$ cat config.mk
export PLATFORM = sky130hd
export DESIGN_NAME = conv_stream_mac
export DESIGN_NICKNAME = d
export VERILOG_FILES = /design/src/rtl/conv_stream_mac.sv
export SDC_FILE = /design/constraint.sdc
export NUM_CORES = 1
export LEC_CHECK = 0
export CAP_MARGIN = 40
export CORE_MARGIN = 2
export CORE_UTILIZATION = 40
export CTS_CLUSTER_DIAMETER = 40
export DETAILED_ROUTE_END_ITERATION = 7
export GPL_ROUTABILITY_DRIVEN = 0
export MAX_ROUTING_LAYER = met4
export PLACE_DENSITY = 0.6
export SLEW_MARGIN = 20
export SYNTH_ARGS = -nofsm -noshare
export SYNTH_HDL_FRONTEND = slang
export SYNTH_SLANG_ARGS = --single-unit
$ cat constraint.sdc
create_clock -name clk -period 4.7 [get_ports clk]
set_input_delay 0.47 -clock clk [delete_from_list [all_inputs] [get_ports clk]]
set_output_delay 0.47 -clock clk [all_outputs]
set_load 0.01 [all_outputs]
$ cat src/rtl/conv_stream_mac.sv
`timescale 1ns / 1ps
`default_nettype none
// ============================================================================
// Module   : conv_stream_mac
// Purpose  : Streaming causal FIR convolver, one shared MAC, valid/ready I/O.
//            Optional macro CONV_STREAM_SAT_EN: saturate output, add sat_flag.
// Revision : 1.0 - initial release
// ============================================================================
module conv_stream_mac #(
  parameter int DW   = 4,
  parameter int CW   = 4,
  parameter int TAPS = 9,
  parameter int OW   = 8
) (
  input  logic                     clk,
  input  logic                     rst,
  input  logic                     coef_we,
  input  logic [$clog2(TAPS)-1:0]  coef_addr,
  input  logic [CW-1:0]            coef_data,
  input  logic                     clear_hist,
  input  logic                     in_valid,
  output logic                     in_ready,
  input  logic [DW-1:0]            in_data,
  output logic                     out_valid,
  input  logic                     out_ready,
  output logic [OW-1:0]            out_data
`ifdef CONV_STREAM_SAT_EN
  ,
  output logic                     sat_flag
`endif
);

  localparam int KW = $clog2(TAPS);
  localparam int PW = DW + CW;
  localparam int AW = DW + CW + $clog2(TAPS) + 1;
  localparam int MW = (AW > OW) ? AW : OW;
  localparam logic [KW-1:0] KMAX = KW'(TAPS - 1);
  localparam logic [OW-1:0] OMAX = '1;

  typedef enum logic [1:0] {
    S_IDLE = 2'd0,
    S_MAC  = 2'd1,
    S_OUT  = 2'd2
  } state_t;

  state_t              state_q, state_d;
  logic [DW-1:0]       hist_q [TAPS];
  logic [DW-1:0]       hist_d [TAPS];
  logic [CW-1:0]       h_q    [TAPS];
  logic [CW-1:0]       h_d    [TAPS];
  logic [AW-1:0]       acc_q, acc_d;
  logic [KW-1:0]       k_q, k_d;
  logic                out_valid_q, out_valid_d;
  logic [OW-1:0]       out_data_q, out_data_d;
  logic [PW-1:0]       prod;
  logic [AW-1:0]       acc_sum;
`ifdef CONV_STREAM_SAT_EN
  logic                sat_q, sat_d;
`endif

  assign in_ready  = (state_q == S_IDLE) && !rst;
  assign out_valid = out_valid_q;
  assign out_data  = out_data_q;
`ifdef CONV_STREAM_SAT_EN
  assign sat_flag  = sat_q;
`endif

  always_comb begin
    state_d     = state_q;
    hist_d      = hist_q;
    h_d         = h_q;
    acc_d       = acc_q;
    k_d         = k_q;
    out_valid_d = out_valid_q;
    out_data_d  = out_data_q;
`ifdef CONV_STREAM_SAT_EN
    sat_d       = sat_q;
`endif
    prod        = PW'(h_q[k_q]) * PW'(hist_q[k_q]);
    acc_sum     = acc_q + AW'(prod);

    case (state_q)
      S_IDLE: begin
        if (coef_we && (coef_addr <= KMAX)) begin
          h_d[coef_addr] = coef_data;
        end
        if (clear_hist) begin
          for (int i = 0; i < TAPS; i++) hist_d[i] = '0;
        end
        // Clear and shift in the same edge: the new sample lands on an empty history.
        if (in_valid && in_ready) begin
          for (int i = TAPS - 1; i > 0; i--) begin
            hist_d[i] = clear_hist ? '0 : hist_q[i-1];
          end
          hist_d[0] = in_data;
          acc_d     = '0;
          k_d       = '0;
          state_d   = S_MAC;
        end
      end

      S_MAC: begin
        acc_d = acc_sum;
        if (k_q == KMAX) begin
`ifdef CONV_STREAM_SAT_EN
          if (MW'(acc_sum) > MW'(OMAX)) begin
            out_data_d = OMAX;
            sat_d      = 1'b1;
          end else begin
            out_data_d = OW'(acc_sum);
            sat_d      = 1'b0;
          end
`else
          out_data_d = OW'(acc_sum);
`endif
          out_valid_d = 1'b1;
          state_d     = S_OUT;
        end else begin
          k_d = k_q + 1'b1;
        end
      end

      S_OUT: begin
        if (out_valid_q && out_ready) begin
          out_valid_d = 1'b0;
`ifdef CONV_STREAM_SAT_EN
          sat_d       = 1'b0;
`endif
          state_d     = S_IDLE;
        end
      end

      default: state_d = S_IDLE;
    endcase
  end

  always_ff @(posedge clk) begin
    if (rst) begin
      state_q     <= S_IDLE;
      hist_q      <= '{default: '0};
      h_q         <= '{default: '0};
      acc_q       <= '0;
      k_q         <= '0;
      out_valid_q <= 1'b0;
      out_data_q  <= '0;
`ifdef CONV_STREAM_SAT_EN
      sat_q       <= 1'b0;
`endif
    end else begin
      state_q     <= state_d;
      hist_q      <= hist_d;
      h_q         <= h_d;
      acc_q       <= acc_d;
      k_q         <= k_d;
      out_valid_q <= out_valid_d;
      out_data_q  <= out_data_d;
`ifdef CONV_STREAM_SAT_EN
      sat_q       <= sat_d;
`endif
    end
  end

endmodule
`default_nettype wire

# Yosys cells after proc, flatten, opt, wreduce, memory -nomap -nowiden
# Index checks and enable logic that the tools add are counted.
# classes
bitwise_logic	2
n_reduce_logical	17
n_mux	31
mul	1
order_cmp	4
eq_ne	7
n_addsub	2
# op_table
cell	n
two-way mux 36 bit	2
two-way mux 4 bit	15
bitwise mux 36 bit	1
binary-select mux 4 bit (select 4 bit)	2
case mux 13 bit (2 select lines)	1
demux 4 bit (select 4 bit)	1
adder 13 x 8 -> 13 bit	1
two-way mux 13 bit	1
>= comparator 5 bit (second input constant)	2
NOT 4 -> 5 bit	2
AND reduction 3 bit	3
multiplier 4 x 4 -> 8 bit	1
case mux 4 bit (2 select lines)	1
AND reduction 2 bit	4
two-way mux 2 bit	3
inequality test 2 bit (second input constant)	3
case mux 2 bit (3 select lines)	1
nonzero test 2 bit	3
logical AND 1 bit	5
less-than comparator 5 x 1 -> 1 bit (second input constant)	1
adder 4 x 1 -> 4 bit (second input constant)	1
== test 4 bit (second input constant)	1
less-or-equal comparator 4 bit (second input constant)	1
== test 2 x 1 -> 1 bit (second input constant)	1
other kinds (6)	7
# totals
wordCells	87
in_bits	18
reg_bits	100

# Logic depth before layout (Yosys ltp)
# logic_depth
word_depth	7
ltp_mapped	17
ltp_nobuf	15

# Least setup slack after synthesis
# Ideal clock, no wire load.
# synth_timing
path_type	flip-flop to flip-flop
from	register k_q[0]
to	register out_data_q[7] (netlist: out_data[7])
required_time_ns	4.609
synth_period_minus_slack_ns	4.487
path_slack_ns	0.213
path_stages_with_launch	16
arrival_ns	4.396
path_cell_list	dfxtp_1 > buf_6 > buf_6 > nor4b_4 > nand2_1 > o31a_1 > or2_2 > fa_1 > fa_1 > fa_1 > inv_1 > ha_1 > a211o_1 > a211oi_1 > o21ai_0 > a311oi_1
# synth_via
elab_chain_len	6
elab_cells_between_ends	11
cone_classes	add/sub (1); mul (1); eq/ne (1); mux (6); bitwise (1); reduce/logical (1)
# synth_rtl
element	line	text
start: declaration	52	logic [KW-1:0] k_q, k_d;
start signal: assignment	154	k_q <= k_d;
NOT 4 -> 5 bit (not written as such)	79	prod = PW'(h_q[k_q]) * PW'(hist_q[k_q]);
binary-select mux 4 bit (select 4 bit)	79	
two-way mux 4 bit (not written as such) (2 in a row)	79	
multiplier 4 x 4 -> 8 bit	79	
adder 13 x 8 -> 13 bit	80	acc_sum = acc_q + AW'(prod);
end signal: assignment	156	out_data_q <= out_data_d;
end: declaration	54	logic [OW-1:0] out_data_q, out_data_d;
# Parallel ways exist; a longest one is shown, timed or not. The select of a mux whose other input is x is not followed.
# A chain may end at the register's enable or synchronous reset.

# Worst setup path in the final report
# layout_timing
from	register k_q[0]
to	register acc_q[7]
# layout_via
elab_chain_len	7
elab_cells_between_ends	10
cone_classes	add/sub (1); mul (1); mux (7); bitwise (1)
# layout_rtl
element	line	text
NOT 4 -> 5 bit (not written as such) (*)	79	
binary-select mux 4 bit (select 4 bit)	79	
two-way mux 4 bit (not written as such) (2 in a row)	79	
multiplier 4 x 4 -> 8 bit (*)	79	
adder 13 x 8 -> 13 bit (*)	80	
case mux 13 bit (2 select lines) (*)	82	case (state_q)
end signal: assignment	142	acc_q <= '0;
end signal: assignment	153	acc_q <= acc_d;
end: declaration	51	logic [AW-1:0] acc_q, acc_d;
# Mark *: on every way between the ends. The rest lies on a longest branch, timed or not. The select of a mux whose other input is x is not followed.

==> reports/metrics.yaml <==
worstReg2RegStart: "k_q[0]$_SDFFE_PP0P_"
synth.avg_cell_area_um2: 9.19
area_growth_syn_to_layout_pct: 15.7
ant_nets: 0
initial_utilization_pct: 40.6
regArea_um2: 1910
switching_share_pct: 24.8
n_fill_cell: 1171
synth_fp_nets: 570
min-delay-start: "out_data[5]$_SDFFE_PP0P_"
drcViolationCount: 0
intPower_mw: 1.29
grt_max_degree: 68
tns_ps: 0
status: "complete, no violations"
via_per_inst: 5.38
antenna_found_initial: 0
wl_per_cell_um: 15.8
skew_ps: 8.84
worstSetupStartpointType: "flop"
io_pins: 28
hp-class: "flop to flop"
cts_root_buffer: "clkbuf_16"
multi_input_area_um2: 2660
leakagePower_nw: 2.27
yosysSeqAreaShare_pct: 39.3
grt_pass1_vias: 3685
seqPwrFrac_pct: 47.9
arrival_ps: 4810
synth_cell_types: 52
drtPass1Iterations: 5
cts_sinks: 95
antennaDiodeCount: 0
htree_levels: 3
drtIter0Drc: 234
p_switching_mw: 0.425
required_ps: 4970
cts_tree: "yes"
drv_cap: 0
grt_pass1_wl_um: 18300
worstSetupPathType: "flop to flop"
crit_fanout: 12
rows: 40
netlist_area_um2: 4830
drive_gt1_share_pct: 14.1
overflow: 0
cts_buffers: 9
maxSlewHeadroom_pct: 50.6
yosysWarnings: 0
synth_edf_count: 0
crit_top_cell: "fa_1"
timing.final.crit_share_pct: 96.4
tightest_slew_ps: 739
synthCells: 526
portBuffers: 27
die_w_um: 114
fin_util_pct: 46.9
crit_path_end_kind: "flop"
slew_violations: 0
die_h_um: 114
routed-via-count: 3763
cp_slowest_stage_delay_ps: 680
critPathLaunch: "k_q[0]$_SDFFE_PP0P_"
clockBufferDepth: 2
setup_violations: 0
clockPowerShare_pct: 44.4
synth_seq_cells: 95
die_area_um2: 13000
max_clock_freq_mhz: 221
ys_async_sr_fraction_pct: 0
hold_viol: 0
grt_usage_pct: 18.5
clock_latency_ps: 360
placeableCoreArea_um2: 11900
crit_chain: "buf_12, mux4_2, nor2_1, o31a_1, or2_2, fa_1, fa_1, fa_1, inv_1, ha_1, a211o_1, a211oi_2, or4b_2, o211ai_1"
fin_crit_ps: 4530
dp_hpwl_um: 7730
vdd_drop_max_uv: 252
wirelength_um: 11000
clk_pin_slew_ps: 70
synth_flop_cell: "dfxtp_1"
nets: 591
crit_slowest_cell: "or4b_2"
power.density_nw_per_um2: 307
pwr-share-comb_pct: 7.8
[timing repair]
item                                    4_1_cts  5_1_grt
pin swaps                                     0        5
hold buffers                                  0        0
buffers inserted                              0        1
gates resized for setup                       1        9
cloned                                        0        1
endpoints found under the setup margin        4        4
[area by class of cell]
cell class	count	share of cell area, %
Tap cell	147	3.29
Sequential cell	95	34.1
Inverter	22	1.48
Multi-Input combinational cell	372	47.5
Clock inverter	7	1.54
Timing Repair Buffer	47	8.03
Clock buffer	9	4.03
[critical path: cells and delay by family (launching register included)]
family                     cells  cell delay [ps]
DFF                            1              360
AOI/OAI and AO/OA              4              690
and+or+nand+nor                3             1040
muxes                          1              340
buffers and inverters          2              200
adders and majority gates      4             1810
[synthesized netlist by cell type (5+ instances only)]
cell type | number | area share, %
a21oi_1 | 25 | 2.6
a22oi_1 | 36 | 5.6
buf_2 | 5 | 0.52
buf_6 | 8 | 1.9
clkbuf_1 | 21 | 1.6
dfxtp_1 | 95 | 39
fa_1 | 9 | 3.7
ha_1 | 17 | 4.4
inv_1 | 22 | 1.7
mux2_2 | 16 | 3.7
mux2i_1 | 29 | 6.0
mux4_2 | 8 | 3.7
nand2_1 | 40 | 3.1
nand3_1 | 24 | 2.5
nor2_1 | 94 | 7.3
nor3_1 | 6 | 0.62
o22ai_1 | 8 | 1.0
o31a_1 | 8 | 1.4
[final timing paths]
| path | to | slack (ps) | depth (start not counted) |
|---|---|---|---|
| setup / recovery | acc_q[7]$_SDFFE_PP0P_ | 170 | 14 |
| hold / removal | out_data[5]$_SDFFE_PP0P_ | 460 | 2 |
| setup reg to reg | acc_q[7]$_SDFFE_PP0P_ | 170 | 14 |
| hold reg to reg | out_data[5]$_SDFFE_PP0P_ | 460 | 2 |
[through the flow]
stage	worst slack (ps)	hold WS, ps	std cells	cell area (um^2)	total power [mW]
final	167	456	699	5590	1.72
after global routing	-22.4	485	699	5590	1.78
after CTS	2.88	460	697	5540	1.73
after detailed placement	-73.9	449	681	5230	0.968
after global placement	56.8	443	679	5210	0.965
after floorplan	213	433	526	4830	0.927
[registers in the layout (all words and copies together), names as in the netlist]
signal and count:
out_data 8, k_q 4, out_valid 1, hist_q 36, state_q 2, h_q 36, acc_q 8
[kinds of logic after synthesis]
group	Yosys count	synth area share (%)
simple gates	194	18.7
fa+ha+maj	26	8.13
buf+inv	59	6.06
mux	53	13.5
xor+xnor	4	0.725
flops	95	39.3
compound gates	95	13.6
[power by group through the flow]
stage               combinational, mW  sequential [mW]  clock, mW
global route                    0.143            0.822      0.814
CTS                             0.130            0.820      0.783
finish                          0.133            0.821      0.761
global placement                0.126            0.839          0
detailed placement              0.129            0.839          0
floorplan                      0.0925            0.834          0
[metal layers]
| metal | track usage [%] | up-vias | share of wire (%) |
|---|---|---|---|
| met1 | 23.8 | 1806 | 48 |
| met3 | 2.87 | 15 | 2.6 |
| met5 | - | - | 0 |
| met4 | 8.46 | 0 | 2.0 |
| met2 | 28.9 | 48 | 47 |
| li1 | - | 1894 | - |
[cell usage in the layout (no fill, tap or decap), types with 3 or more instances in the layout]
cell type         n
nor2_1           94
dfxtp_1          92
nand2_1          39
a22oi_1          36
mux2i_1          29
clkdlybuf4s50_1  26
a21oi_1          25
nand3_1          24
inv_1            22
ha_1             17
buf_4            17
mux2_2           16
clkbuf_16        10
fa_1              9
mux4_2            8
o22ai_1           8
o31a_1            8
nor3_1            6
or2_2             4
nor2b_1           4
a211o_1           4
xor2_1            3
Power figures use the tool's default switching activity.
